**src/rtl/gpio_cfg_pkg.sv**
```systemverilog
// gpio_cfg_pkg
// Shared types and elaboration-time helpers for the pad-ring configuration
// loader: FSM state encoding, default configuration word width and the
// functions that derive the number of word slots and per-chain padding.
// Optional feature macro: GPIO_CFG_CHAIN_RESET_EN (adds the CRST state).

package gpio_cfg_pkg;

    localparam int CFG_BITS_DEF = 13;

    typedef enum logic [2:0] {
        IDLE,
`ifdef GPIO_CFG_CHAIN_RESET_EN
        CRST,
`endif
        LOAD,
        SHIFT_LO,
        SHIFT_HI,
        LATCH,
        DONE
    } state_t;

    // Number of word slots shifted into both chains: the longer chain sets it.
    function automatic int slot_count(input int npads, input int area1);
        int area2;
        area2 = npads - area1;
        return (area1 > area2) ? area1 : area2;
    endfunction

    // Leading all-zero words pushed into chain 1 so its real words end up
    // aligned once the surplus bits have fallen off the far end.
    function automatic int pad_slots_1(input int npads, input int area1);
        return slot_count(npads, area1) - area1;
    endfunction

    function automatic int pad_slots_2(input int npads, input int area1);
        return slot_count(npads, area1) - (npads - area1);
    endfunction

    // Counter width that stays legal when the count is 1.
    function automatic int cnt_width(input int n);
        return (n > 1) ? $clog2(n) : 1;
    endfunction

endpackage

```
**src/rtl/gpio_cfg_if.sv**
```systemverilog
// gpio_cfg_if
// Bundles the loader's handshake, register-file read port and serial chain
// outputs.
//   start/busy/done           : load request and status
//   cfg_addr_x / cfg_data_x   : per-chain register-file read (data is combinational)
//   serial_clock/data_x/load  : pad control chain shift clock, data, transfer strobe
//   serial_resetn             : pad control chain reset, active-low
// modport master: the loader; modport slave: housekeeping / pad side.

interface gpio_cfg_if
    import gpio_cfg_pkg::*;
#(
    parameter int NPADS    = 38,
    parameter int CFG_BITS = CFG_BITS_DEF
);
    localparam int AW = $clog2(NPADS);

    logic                start;
    logic                busy;
    logic                done;
    logic [AW-1:0]       cfg_addr_1;
    logic [AW-1:0]       cfg_addr_2;
    logic [CFG_BITS-1:0] cfg_data_1;
    logic [CFG_BITS-1:0] cfg_data_2;
    logic                serial_clock;
    logic                serial_data_1;
    logic                serial_data_2;
    logic                serial_load;
    logic                serial_resetn;

    modport master (
        input  start, cfg_data_1, cfg_data_2,
        output busy, done, cfg_addr_1, cfg_addr_2,
               serial_clock, serial_data_1, serial_data_2,
               serial_load, serial_resetn
    );

    modport slave (
        output start, cfg_data_1, cfg_data_2,
        input  busy, done, cfg_addr_1, cfg_addr_2,
               serial_clock, serial_data_1, serial_data_2,
               serial_load, serial_resetn
    );

endinterface

```
**src/rtl/gpio_cfg_clkgen.sv**
```systemverilog
// gpio_cfg_clkgen
// Half-period timer for the serial chain clock. Produces a phase-end tick
// on the last cycle of every CLK_DIV-cycle phase; restart holds the counter
// at zero so the next phase begins with a full CLK_DIV cycles.
//   clk, resetn : system clock, asynchronous active-low reset
//   restart     : hold/reset the phase counter
//   tick        : last cycle of the current phase

module gpio_cfg_clkgen
    import gpio_cfg_pkg::*;
#(
    parameter int CLK_DIV = 2
) (
    input  logic clk,
    input  logic resetn,
    input  logic restart,
    output logic tick
);
    localparam int            CW   = cnt_width(CLK_DIV);
    localparam logic [CW-1:0] LAST = CW'(CLK_DIV - 1);

    logic [CW-1:0] cnt;

    always_ff @(posedge clk or negedge resetn) begin
        if (!resetn) begin
            cnt <= '0;
        end else if (restart || cnt == LAST) begin
            cnt <= '0;
        end else begin
            cnt <= cnt + CW'(1);
        end
    end

    assign tick = (cnt == LAST);

endmodule

```
**src/rtl/gpio_cfg_loader.sv**
```systemverilog
// gpio_cfg_loader
// Serially programs the user I/O pad ring. One configuration word per pad
// is read from the housekeeping register file and shifted MSB-first into
// two daisy-chained pad control chains in parallel (chain 1: pads
// 0..AREA1PADS-1, chain 2: the rest), then a single serial_load strobe
// transfers every shifted word into the pad registers at once.
// Ports:
//   clk, resetn : system clock, asynchronous active-low reset
//   bus         : gpio_cfg_if.master (start/busy/done, cfg_addr/cfg_data,
//                 serial_clock/data_1/data_2/load/resetn)
// Optional feature macro: GPIO_CFG_CHAIN_RESET_EN -- when defined, the
// chains are held in reset (serial_resetn=0) for CLK_DIV cycles before the
// first word; otherwise serial_resetn is tied high.

module gpio_cfg_loader
    import gpio_cfg_pkg::*;
#(
    parameter int NPADS     = 38,
    parameter int AREA1PADS = 19,
    parameter int CFG_BITS  = CFG_BITS_DEF,
    parameter int CLK_DIV   = 2
) (
    input  logic      clk,
    input  logic      resetn,
    gpio_cfg_if.master bus
);
    localparam int AW = $clog2(NPADS);
    localparam int W  = slot_count(NPADS, AREA1PADS);
    localparam int P1 = pad_slots_1(NPADS, AREA1PADS);
    localparam int P2 = pad_slots_2(NPADS, AREA1PADS);
    localparam int SW = cnt_width(W);
    localparam int BW = cnt_width(CFG_BITS);

    state_t              state;
    logic [SW-1:0]       slot;
    logic [BW-1:0]       bit_cnt;
    logic [CFG_BITS-1:0] sr1;
    logic [CFG_BITS-1:0] sr2;
    logic                pad1;
    logic                pad2;
    logic [AW-1:0]       addr1;
    logic [AW-1:0]       addr2;
    logic                busy_r;
    logic                done_r;
    logic                sclk_r;
    logic                sload_r;

    logic                tick;
    logic                restart;

    // Values for the slot about to be loaded: slot 0 when leaving IDLE/CRST,
    // the following slot when leaving the last bit of SHIFT_HI.
    logic [SW-1:0]       slot_tgt;
    logic                ld_pad1;
    logic                ld_pad2;
    logic [AW-1:0]       ld_addr1;
    logic [AW-1:0]       ld_addr2;

    always_comb begin
        slot_tgt = '0;
        if (state == SHIFT_HI) begin
            slot_tgt = slot + SW'(1);
        end
        // Padding slots keep the previous address; the word is zeroed at capture.
        ld_pad1  = int'(slot_tgt) < P1;
        ld_pad2  = int'(slot_tgt) < P2;
        ld_addr1 = ld_pad1 ? addr1 : AW'(AREA1PADS - 1 + P1 - int'(slot_tgt));
        ld_addr2 = ld_pad2 ? addr2 : AW'(AREA1PADS - P2 + int'(slot_tgt));
    end

    assign restart = (state == IDLE) || (state == LOAD) || (state == DONE);

    gpio_cfg_clkgen #(
        .CLK_DIV (CLK_DIV)
    ) u_clkgen (
        .clk     (clk),
        .resetn  (resetn),
        .restart (restart),
        .tick    (tick)
    );

`ifdef GPIO_CFG_CHAIN_RESET_EN
    logic srst_r;
`endif

    always_ff @(posedge clk or negedge resetn) begin
        if (!resetn) begin
            state   <= IDLE;
            slot    <= '0;
            bit_cnt <= '0;
            sr1     <= '0;
            sr2     <= '0;
            pad1    <= 1'b0;
            pad2    <= 1'b0;
            addr1   <= '0;
            addr2   <= '0;
            busy_r  <= 1'b0;
            done_r  <= 1'b0;
            sclk_r  <= 1'b0;
            sload_r <= 1'b0;
`ifdef GPIO_CFG_CHAIN_RESET_EN
            srst_r  <= 1'b1;
`endif
        end else begin
            done_r <= 1'b0;
            case (state)
                IDLE: begin
                    if (bus.start) begin
                        busy_r <= 1'b1;
`ifdef GPIO_CFG_CHAIN_RESET_EN
                        srst_r <= 1'b0;
                        state  <= CRST;
`else
                        slot   <= slot_tgt;
                        pad1   <= ld_pad1;
                        pad2   <= ld_pad2;
                        addr1  <= ld_addr1;
                        addr2  <= ld_addr2;
                        state  <= LOAD;
`endif
                    end
                end
`ifdef GPIO_CFG_CHAIN_RESET_EN
                CRST: begin
                    if (tick) begin
                        srst_r <= 1'b1;
                        slot   <= slot_tgt;
                        pad1   <= ld_pad1;
                        pad2   <= ld_pad2;
                        addr1  <= ld_addr1;
                        addr2  <= ld_addr2;
                        state  <= LOAD;
                    end
                end
`endif
                LOAD: begin
                    sr1     <= pad1 ? '0 : bus.cfg_data_1;
                    sr2     <= pad2 ? '0 : bus.cfg_data_2;
                    bit_cnt <= '0;
                    state   <= SHIFT_LO;
                end
                SHIFT_LO: begin
                    if (tick) begin
                        sclk_r <= 1'b1;
                        state  <= SHIFT_HI;
                    end
                end
                SHIFT_HI: begin
                    if (tick) begin
                        sclk_r <= 1'b0;
                        sr1    <= {sr1[CFG_BITS-2:0], 1'b0};
                        sr2    <= {sr2[CFG_BITS-2:0], 1'b0};
                        if (bit_cnt == BW'(CFG_BITS - 1)) begin
                            if (slot == SW'(W - 1)) begin
                                sload_r <= 1'b1;
                                state   <= LATCH;
                            end else begin
                                slot  <= slot_tgt;
                                pad1  <= ld_pad1;
                                pad2  <= ld_pad2;
                                addr1 <= ld_addr1;
                                addr2 <= ld_addr2;
                                state <= LOAD;
                            end
                        end else begin
                            bit_cnt <= bit_cnt + BW'(1);
                            state   <= SHIFT_LO;
                        end
                    end
                end
                LATCH: begin
                    if (tick) begin
                        sload_r <= 1'b0;
                        busy_r  <= 1'b0;
                        done_r  <= 1'b1;
                        state   <= DONE;
                    end
                end
                DONE: begin
                    state <= IDLE;
                end
                default: begin
                    state <= IDLE;
                end
            endcase
        end
    end

    assign bus.busy          = busy_r;
    assign bus.done          = done_r;
    assign bus.cfg_addr_1    = addr1;
    assign bus.cfg_addr_2    = addr2;
    assign bus.serial_clock  = sclk_r;
    assign bus.serial_data_1 = sr1[CFG_BITS-1];
    assign bus.serial_data_2 = sr2[CFG_BITS-1];
    assign bus.serial_load   = sload_r;
`ifdef GPIO_CFG_CHAIN_RESET_EN
    assign bus.serial_resetn = srst_r;
`else
    assign bus.serial_resetn = 1'b1;
`endif

endmodule

```
**src/flat_wrapper.sv**
```systemverilog
// flat-port wrapper written by rule: the top's interface ports become plain ports
module gpio_cfg_loader_flat import gpio_cfg_pkg::*;
#(
    parameter int NPADS     = 38,
    parameter int AREA1PADS = 19,
    parameter int CFG_BITS  = CFG_BITS_DEF,
    parameter int CLK_DIV   = 2
)
  (clk, resetn, bus_start, bus_cfg_data_1, bus_cfg_data_2, bus_busy, bus_done, bus_cfg_addr_1, bus_cfg_addr_2, bus_serial_clock, bus_serial_data_1, bus_serial_data_2, bus_serial_load, bus_serial_resetn);
  gpio_cfg_if #(.NPADS(NPADS), .CFG_BITS(CFG_BITS)) bus_i ();
  input  logic clk;
  input  logic resetn;
  input wire logic [$bits(bus_i.start)-1:0] bus_start;
  input wire logic [$bits(bus_i.cfg_data_1)-1:0] bus_cfg_data_1;
  input wire logic [$bits(bus_i.cfg_data_2)-1:0] bus_cfg_data_2;
  output wire logic [$bits(bus_i.busy)-1:0] bus_busy;
  output wire logic [$bits(bus_i.done)-1:0] bus_done;
  output wire logic [$bits(bus_i.cfg_addr_1)-1:0] bus_cfg_addr_1;
  output wire logic [$bits(bus_i.cfg_addr_2)-1:0] bus_cfg_addr_2;
  output wire logic [$bits(bus_i.serial_clock)-1:0] bus_serial_clock;
  output wire logic [$bits(bus_i.serial_data_1)-1:0] bus_serial_data_1;
  output wire logic [$bits(bus_i.serial_data_2)-1:0] bus_serial_data_2;
  output wire logic [$bits(bus_i.serial_load)-1:0] bus_serial_load;
  output wire logic [$bits(bus_i.serial_resetn)-1:0] bus_serial_resetn;
  assign bus_i.start = bus_start;
  assign bus_i.cfg_data_1 = bus_cfg_data_1;
  assign bus_i.cfg_data_2 = bus_cfg_data_2;
  assign bus_busy = bus_i.busy;
  assign bus_done = bus_i.done;
  assign bus_cfg_addr_1 = bus_i.cfg_addr_1;
  assign bus_cfg_addr_2 = bus_i.cfg_addr_2;
  assign bus_serial_clock = bus_i.serial_clock;
  assign bus_serial_data_1 = bus_i.serial_data_1;
  assign bus_serial_data_2 = bus_i.serial_data_2;
  assign bus_serial_load = bus_i.serial_load;
  assign bus_serial_resetn = bus_i.serial_resetn;
  gpio_cfg_loader #(.NPADS(NPADS), .AREA1PADS(AREA1PADS), .CFG_BITS(CFG_BITS), .CLK_DIV(CLK_DIV)) u_core (.clk(clk), .resetn(resetn), .bus(bus_i));
endmodule
```
**config.mk**
```make
export PLATFORM = sky130hd
export DESIGN_NAME = gpio_cfg_loader_flat
export DESIGN_NICKNAME = d
export VERILOG_FILES = /design/src/rtl/gpio_cfg_pkg.sv /design/src/rtl/gpio_cfg_if.sv /design/src/rtl/gpio_cfg_clkgen.sv /design/src/rtl/gpio_cfg_loader.sv /design/src/flat_wrapper.sv
export SDC_FILE = /design/constraint.sdc
export NUM_CORES = 1
export LEC_CHECK = 0
export CORE_UTILIZATION = 45
export CTS_CLUSTER_DIAMETER = 60
export CTS_CLUSTER_SIZE = 8
export DETAILED_ROUTE_END_ITERATION = 12
export PLACE_DENSITY_LB_ADDON = 0.15
export SLEW_MARGIN = 0
export SYNTH_ARGS = -nofsm -noshare
export SYNTH_HDL_FRONTEND = slang
export SYNTH_SLANG_ARGS = --single-unit
```
**constraint.sdc**
```tcl
create_clock -name clk -period 4.7 [get_ports clk]
set_input_delay 0.705 -clock clk [delete_from_list [all_inputs] [get_ports clk]]
set_output_delay 0.705 -clock clk [all_outputs]
set_load 0.02 [all_outputs]
```
## After elaboration in Yosys (flattened, before gate mapping)

Cells that the tools add are included.
Widths: inputs -> output; s select.

| storage, ports and cells | value |
|---|---|
| word-level logic and storage cells | 98 |
| input bits | 29 |
| register bits | 56 |
| output and inout bits | 19 |

| cells by class | value |
|---|---|
| add/sub/neg operators | 5 |
| multiplexer cells | 49 |
| reduce and logical (&&, ||, !) cells | 16 |
| equality and inequality tests | 15 |

Operators with widths:

| kind | count |
|---|---|
| $mux 13 | 4 |
| $pmux 13 s2 | 2 |
| $mux 6 | 8 |
| $mux 5 | 5 |
| $pmux 6 s2 | 2 |
| $mux 3 | 6 |
| $ne 2x2->1 const B | 8 |
| $pmux 3 s5 | 1 |
| $mux 1 | 13 |
| $pmux 5 s2 | 1 |
| $reduce_and 5->1 | 2 |
| $reduce_bool 2->1 | 5 |
| $reduce_and 3->1 | 3 |
| $mux 4 | 2 |
| $pmux 1 s2 | 4 |
| $pmux 4 s2 | 1 |
| $add 5x5->6 const A | 1 |
| $eq 3x2->1 const B | 2 |
| $eq 3x3->1 const B | 2 |
| $sub 5x5->6 const A | 1 |
| $add 5x1->5 const B | 1 |
| $eq 5x5->1 const B | 1 |
| $add 4x1->4 const B | 1 |
| $eq 4x4->1 const B | 1 |
| 6 further kinds | 8 |

## Longest topological paths before layout

Gate-level depths: netlist of run 1.

| depth | value |
|---|---|
| word-level depth | 7 |
| gate-level depth with buffers | 9 |
| depth with buffers taken out | 8 |

## Hierarchy

From an unflattened synthesis of run 1, not the netlist that was laid out.

| second synthesis, totals | value |
|---|---|
| cell total of the unflattened synthesis | 271 |
| area total of the unflattened synthesis | 2,746.4 um2 |

Modules (own cells, without submodules):

| module | cells an instance | seq. area each (um2) | instances | area each (um2) |
|---|---|---|---|---|
| gpio_cfg_loader | 269 | 1,301.2 | 1 | 2,717.6 |
| gpio_cfg_clkgen | 2 | 25.0 | 1 | 28.8 |

## Worst setup path before layout of run 1

No wires, ideal clock.

| path | value |
|---|---|
| kind | input to register |
| from | in bus_start |
| to | reg u_core.addr1[3], in the netlist u_core.bus.cfg_addr_1[3] |
| data required time | 4,575 ps |
| setup time | 125 ps |
| arrival time | 1,760 ps |
| setup slack | 2,815 ps |
| cell stages on the path | 4 |
| path buffers | 0 |
| cell sequence | or3b_1 > o31a_4 > nor2_8 > mux2_4 |

| between the ends | value |
|---|---|
| longest elaborated chain between the ends | 2 |

Ends and longest elaborated chain:

| what | line | source |
|---|---|---|
| start: declaration | flat_wrapper.sv:13 | `input wire logic [$bits(bus_i.start)-1:0] bus_start;` |
| $ne 2x2->1 (no source line) | -- |  |
| $reduce_and 5->1 (no source line) | -- |  |
| end signal: assignment | gpio_cfg_loader.sv:117 | `addr1 <= ld_addr1;` |
| end signal: assignment | gpio_cfg_loader.sv:161 | `addr1 <= ld_addr1;` |
| end: declaration | gpio_cfg_loader.sv:41 | `logic [AW-1:0] addr1;` |

No other way between the ends.
A chain may end at the register's enable or synchronous reset.

## Worst setup path in the final report of run 1

| path | value |
|---|---|
| from | reg u_core.state[2] |
| to | reg u_core.addr2[2], in the netlist u_core.bus.cfg_addr_2[2] |

| between the ends | value |
|---|---|
| longest elaborated chain between the ends | 7 |
| elaborated cells on any way between the ends | 15 |
| classes of those cells | add/sub: 1; eq/ne: 5; mux: 6; reduce/logical: 3 |

Ends and longest elaborated chain:

| what | line | source |
|---|---|---|
| start: declaration | gpio_cfg_loader.sv:34 | `state_t state;` |
| start signal: assignment | gpio_cfg_loader.sv:88 | `state <= IDLE;` |
| start signal: assignment | gpio_cfg_loader.sv:119 | `state <= LOAD;` |
| start signal: assignment | gpio_cfg_loader.sv:140 | `state <= SHIFT_LO;` |
| $eq 3x2->1 (*) | gpio_cfg_loader.sv:61 | `if (state == SHIFT_HI) begin` |
| $mux 5 (*) | gpio_cfg_loader.sv:61 |  |
| via u_core.slot_tgt[1] | gpio_cfg_loader.sv:53 | `logic [SW-1:0] slot_tgt;` |
| $add 5x5->6 (*) | gpio_cfg_loader.sv:68 | `ld_addr2 = ld_pad2 ? addr2 : AW'(AREA1PADS - P2 + int'(slot_tgt));` |
| $mux 6 | gpio_cfg_loader.sv:154 | `if (slot == SW'(W - 1)) begin` |
| $mux 6 | gpio_cfg_loader.sv:153 | `if (bit_cnt == BW'(CFG_BITS - 1)) begin` |
| $mux 6 | gpio_cfg_loader.sv:149 | `if (tick) begin` |
| $pmux 6 s2 (*) | gpio_cfg_loader.sv:106 | `case (state)` |
| end signal: assignment | gpio_cfg_loader.sv:118 | `addr2 <= ld_addr2;` |
| end signal: assignment | gpio_cfg_loader.sv:162 | `addr2 <= ld_addr2;` |
| end: declaration | gpio_cfg_loader.sv:42 | `logic [AW-1:0] addr2;` |

Mark *: on every way through the listed nets, which the timed path passes. The rest lies on a longest branch. The select of a mux whose other input is x is not followed.

==> results.sh, run 1 <==
export IMPL_status="finished clean"
export IMPL_nFillCells=535
export IMPL_drc=0
export IMPL_dr_pass1_iters=4
export IMPL_ys_top_cells_by_count="dfrtp_1, o21ai_0, nand2_1"
export IMPL_ir_drop_mv=0.253
export IMPL_cp_arrival_ns=2.54
export IMPL_drive_gt1_frac=0.0800
export IMPL_final_util=0.559
export IMPL_rsz0062_at_grt="no"
export IMPL_initial_core_util=0.467
export IMPL_pin_count=48
export IMPL_cts_tree="done"
export IMPL_grt_pass1_vias=1762
export IMPL_clock_latency_ns=0.31
export IMPL_drt_iter0_drc=165
export IMPL_design_core_area_um2=5920
export IMPL_antenna_cells=0
export IMPL_drv_cap=0
export IMPL_dieWidth_um=80.4
export IMPL_path_class="reg2reg"
export IMPL_hp_class="reg2reg"
export IMPL_routabilityCongestion=0.853
export IMPL_slew_viol_final=0
export IMPL_syn_num_nets=296
export IMPL_post_route_period_util=0.497
export IMPL_synth_top_area_share=0.479
export IMPL_clock_tree_buffer_depth=2
export IMPL_dp_hpwl_mm=3.74
export IMPL_startpoint_type="flip-flop"
export IMPL_ys_types=49
export IMPL_seq_area_frac_synth=0.479
export IMPL_gr_total_overflow=0
export IMPL_tightest_slew_ns=0.671
export IMPL_dr_total_vias=1998
export IMPL_yosys_top_cells_area="dfrtp_1, mux2i_1, o21ai_0, nand2_1, ha_1"
export IMPL_synth_edf_count=0
export IMPL_cp_slowest_stage_delay_ns=0.62
export IMPL_h_tree_depth=2
export IMPL_p_leak_nw=1.44
export IMPL_antenna_found_initial=0
export IMPL_vias_per_cell=5.33
export IMPL_clock_fmax_mhz=428
export IMPL_clock_sinks=53
export IMPL_skew_ns=0.00943
export IMPL_ys_ff_latch=53
export IMPL_syn_area_um2=2770
export IMPL_crit_chain="nand3b_4 > nor2_1 > inv_1 > ha_1 > xnor2_1 > mux2_4"
export IMPL_die_area_um2=6460
export IMPL_cts_made_buffers=5
export IMPL_wirelength_mm=5.41
export IMPL_setup_tns_ns=0
export IMPL_cts_hold_buf=0
export IMPL_syn_area_per_cell_um2=10.6
export IMPL_yosys_warnings=0
export IMPL_die_h_um=80.4
export IMPL_cts_root_buf="clkbuf_8"
export IMPL_grt_use_total=0.181
export IMPL_end_kind="flip-flop"
export IMPL_grt_pass1_wl_mm=8.89
export IMPL_postCtsSetupRepairBufs=0
export IMPL_synth_top_cell_by_area="dfrtp_1"
export IMPL_required_ns=4.91
export IMPL_max_slew_margin_rel=0.553
export IMPL_port_buffers=46
export IMPL_nets=334
export IMPL_fin_crit_ns=2.34
export IMPL_post_drt_wl_per_cell_um=14.4
export IMPL_cp_max_fo=32
export IMPL_synthArstFlopShare=1.00
export IMPL_clk_pin_slew_ns=0.10
export IMPL_path_delay_family="simple AND/OR/NAND/NOR gates"
export IMPL_synth_cells=261
export IMPL_cpMaxStageDelayCell="nand3b_4"
export IMPL_area_growth_pct=19.7
export IMPL_setup_viol=0
export IMPL_powerDensity_nw_per_um2=523
export IMPL_cts_resized=0
export IMPL_hold_viol_final=0
export IMPL_rows=28
export IMPL_synthFlopType="dfrtp_1"
export IMPL_postRouteAntennaNets=0
export IMPL_grt_max_degree=54
export IMPL_critical_path_buf_inv_count=1
export IMPL_synth_most_common_cell="dfrtp_1"
cell type report:
class                      instances  area [um^2]  share of cell area
clock buffer                       5         68.8              0.0208
clock inverter                     3         22.5             0.00680
inverter                          11         41.3              0.0125
multi-input combinational        180         1290               0.389
sequential                        53         1330               0.400
tap                               75         93.8              0.0283
timing repair buffer              48          470               0.142
cell families (layout without fill, tap and decap cells):
kind of cell    Yosys count  count (layout)  synth area share
mux                      30              30             0.120
flops                    53              53             0.479
xor+xnor                  7               7            0.0222
other cells               1               1           0.00136
compound gates           74              74             0.167
buf+inv                  28              67            0.0547
simple gates             62              62             0.128
fa+ha+maj                 6               6            0.0271
metrics by stage:
step	total power, W	std cells	hold slack [ns]	area (um^2)	setup slack [ns]
6_report	0.00173	375	0.486	3310	2.36
5_1_grt	0.00187	375	0.523	3310	2.17
4_1_cts	0.00175	375	0.494	3310	2.37
3_5_place_dp	0.00149	367	0.469	3220	2.27
3_3_place_gp	0.00147	367	0.460	3220	2.29
2_1_floorplan	0.00128	261	0.409	2770	2.81
power breakdown:
group | switching (W) | internal [W]
clock network | 0.000156 | 0.000106
logic | 0.000416 | 0.000329
registers | 0.000114 | 0.000612
metal layers:
metal | wire length [um] | GRT usage | up-vias | part of all wire
met5 | 0 | 0 | - | 0
met4 | 84 | 0.0643 | 0 | 0.016
met3 | 264 | 0.0375 | 7 | 0.049
met2 | 2290 | 0.246 | 51 | 0.42
met1 | 2780 | 0.278 | 944 | 0.51
li1 | - | - | 996 | -
cells in the final DEF (no fill, tap or decap), types with 3 or more instances in the layout:
master	synthesis	final
dfrtp_1	53	53
clkdlybuf4s50_1	0	45
o21ai_0	40	40
nand2_1	32	32
mux2i_1	25	25
a21oi_1	12	12
inv_1	10	10
nor2_1	6	6
ha_1	6	6
nand3_1	5	5
xnor2_1	5	5
clkbuf_8	0	5
o31ai_1	4	4
mux2_4	4	4
nand4bb_1	3	3
nor3_1	3	3
or4_1	3	3
final timing paths:
path	from	endpoint	slack [ns]	cells past startpoint
max reg2reg	u_core.state[2]	u_core.bus.cfg_addr_2[2]	2.36	6
max	u_core.state[2]	u_core.bus.cfg_addr_2[2]	2.36	6
min reg2reg	u_core.sr2[8]	u_core.sr2[8]	0.49	2
max in group asynchronous	resetn	u_core.bus.serial_clock	3.74	2
min	u_core.sr2[8]	u_core.sr2[8]	0.49	2
min in group asynchronous	resetn	u_core.bus.cfg_addr_2[3]	0.51	2
tightest hold or removal path, cell delays in order, from the launching register on:
cell and delay, ns:
dfrtp_1 0.35, nand2_1 0.04, o21ai_0 0.06
state kept, by name, indices dropped and copies added, names as in the netlist:
name and count:
u_core.bit_cnt 4, u_core.bus.busy 1, u_core.bus.cfg_addr_1 4, u_core.bus.cfg_addr_2 6, u_core.bus.done 1, u_core.bus.serial_clock 1
u_core.bus.serial_load 1, u_core.slot 5, u_core.sr1 13, u_core.sr2 13, u_core.state 3, u_core.u_clkgen.tick 1
Note: power is estimated with default switching activity, not from simulation.
==> run 2: changes to the inputs <==
- clock period: 4.7 -> 2.4 ns (I/O delays scaled with it)
==> results.sh, run 2 (synthesis results as in run 1) <==
export IMPL_post_route_period_util=0.826
export IMPL_p_leak_nw=1.46
export IMPL_rsz0062_at_grt="no"
export IMPL_hold_viol_final=0
export IMPL_regToRegSetupSlack_ns=0.42
export IMPL_hp_class="in2async"
export IMPL_cp_max_fo=16
export IMPL_grt_max_degree=51
export IMPL_die_area_um2=6460
export IMPL_ir_drop_mv=0.518
export IMPL_h_tree_depth=2
export IMPL_cts_made_buffers=5
export IMPL_dp_hpwl_mm=3.85
export IMPL_setup_tns_ns=0
export IMPL_rr_worst_depth=4
export IMPL_port_buffers=46
export IMPL_clock_fmax_mhz=504
export IMPL_clock_sinks=53
export IMPL_vias_per_cell=5.32
export IMPL_antenna_found_initial=0
export IMPL_wirelength_mm=5.49
export IMPL_status="finished clean"
export IMPL_gr_total_overflow=0
export IMPL_drt_iter0_drc=113
export IMPL_drv_cap=0
export IMPL_clock_latency_ns=0.31
export IMPL_fin_crit_ns=1.98
export IMPL_nets=339
export IMPL_postRouteAntennaNets=0
export IMPL_area_growth_pct=21.5
export IMPL_r2r_end="u_core.slot[3]"
export IMPL_cts_root_buf="clkbuf_8"
export IMPL_cts_resized=0
export IMPL_dr_max_layer_used="met4"
export IMPL_clock_tree_buffer_depth=2
export IMPL_final_cell_mix="dfrtp_1, clkdlybuf4s50_1, o21ai_0"
export IMPL_max_slew_margin_rel=0.655
export IMPL_dieWidth_um=80.4
export IMPL_initial_core_util=0.467
export IMPL_dr_total_vias=2023
export IMPL_wl_met1_mm=2.78
export IMPL_r2r_start="u_core.state[1]"
export IMPL_die_h_um=80.4
export IMPL_dr_pass1_iters=6
export IMPL_drive_gt1_frac=0.0885
export IMPL_drc=0
export IMPL_end_kind="flip-flop"
export IMPL_route_met3_wl_um=213
export IMPL_pin_count=48
export IMPL_clk_pin_slew_ns=0.09
export IMPL_final_util=0.568
export IMPL_rows=28
export IMPL_path_class="reg2reg"
export IMPL_antenna_cells=0
export IMPL_crit_start="u_core.state[1]"
export IMPL_grt_use_total=0.192
export IMPL_slew_viol_final=0
export IMPL_post_drt_wl_per_cell_um=14.5
export IMPL_cp_arrival_ns=2.18
export IMPL_tightest_slew_ns=0.518
export IMPL_startpoint_type="flip-flop"
export IMPL_design_core_area_um2=5920
export IMPL_required_ns=2.60
export IMPL_skew_ns=0.00656
export IMPL_met2_length_mm=2.42
export IMPL_routabilityCongestion=0.886
export IMPL_grt_pass1_wl_mm=9.53
export IMPL_powerDensity_nw_per_um2=1020
export IMPL_setup_viol=0
export IMPL_final_common_cell="dfrtp_1"
export IMPL_cts_tree="done"
export IMPL_grt_pass1_vias=1909
[run 2: how the worst max path moves through the flow]
stage / end / slack [ns]
2_1_floorplan: u_core.bus.cfg_addr_1[3] / 0.58
3_3_place_gp: u_core.slot[3] / 0.35
3_5_place_dp: u_core.slot[3] / 0.31
4_1_cts: u_core.slot[3] / 0.42
5_1_grt: u_core.slot[3] / 0.28
6_report: u_core.slot[3] / 0.42
[run 2: layout make-up]
type	instances	area [um^2]
fill	505	2560
clock buffer	6	72.6
timing repair buffer	53	523
sequential	53	1330
multi-input combinational	180	1290
inverter	11	41.3
clock inverter	2	15.0
tap	75	93.8
[run 2: metal layers]
| layer | track usage | vias up |
|---|---|---|
| li1 | - | 1016 |
| met1 | 0.293 | 964 |
| met2 | 0.272 | 37 |
| met3 | 0.0364 | 6 |
| met4 | 0.0589 | 0 |
| met5 | 0 | - |
[run 2: critical path, cell delays in order, from the launching register on]
cell,delay [ns]
dfrtp_1,0.68
nand3_1,0.29
o31a_4,0.40
nor2_8,0.20
mux2_4,0.32
[run 2: timing repair]
action,CTS,global route
hold buffers,1,0
buffers inserted,0,0
endpoints found under the hold margin,12,0
[run 2: per-stage QoR]
step	setup slack, ns	instances	hold slack (ns)	instance area, um^2	power, W
after global placement	0.347	371	0.268	3260	0.00293
after floorplan	0.576	261	0.0644	2770	0.00251
after global routing	0.279	380	0.510	3360	0.00373
final	0.417	380	0.462	3360	0.00344
after CTS	0.421	380	0.470	3360	0.00348
after detailed placement	0.312	371	0.272	3260	0.00296
[run 2: power by group]
| part | internal [W] | total [W] | leakage, nW | switching, W |
|---|---|---|---|---|
| combinational | 0.000690 | 0.00153 | 0.752 | 0.000840 |
| clock | 0.000206 | 0.000506 | 0.0374 | 0.000299 |
| sequential | 0.00120 | 0.00141 | 0.667 | 0.000210 |
| total | 0.00209 | 0.00344 | 1.46 | 0.00135 |
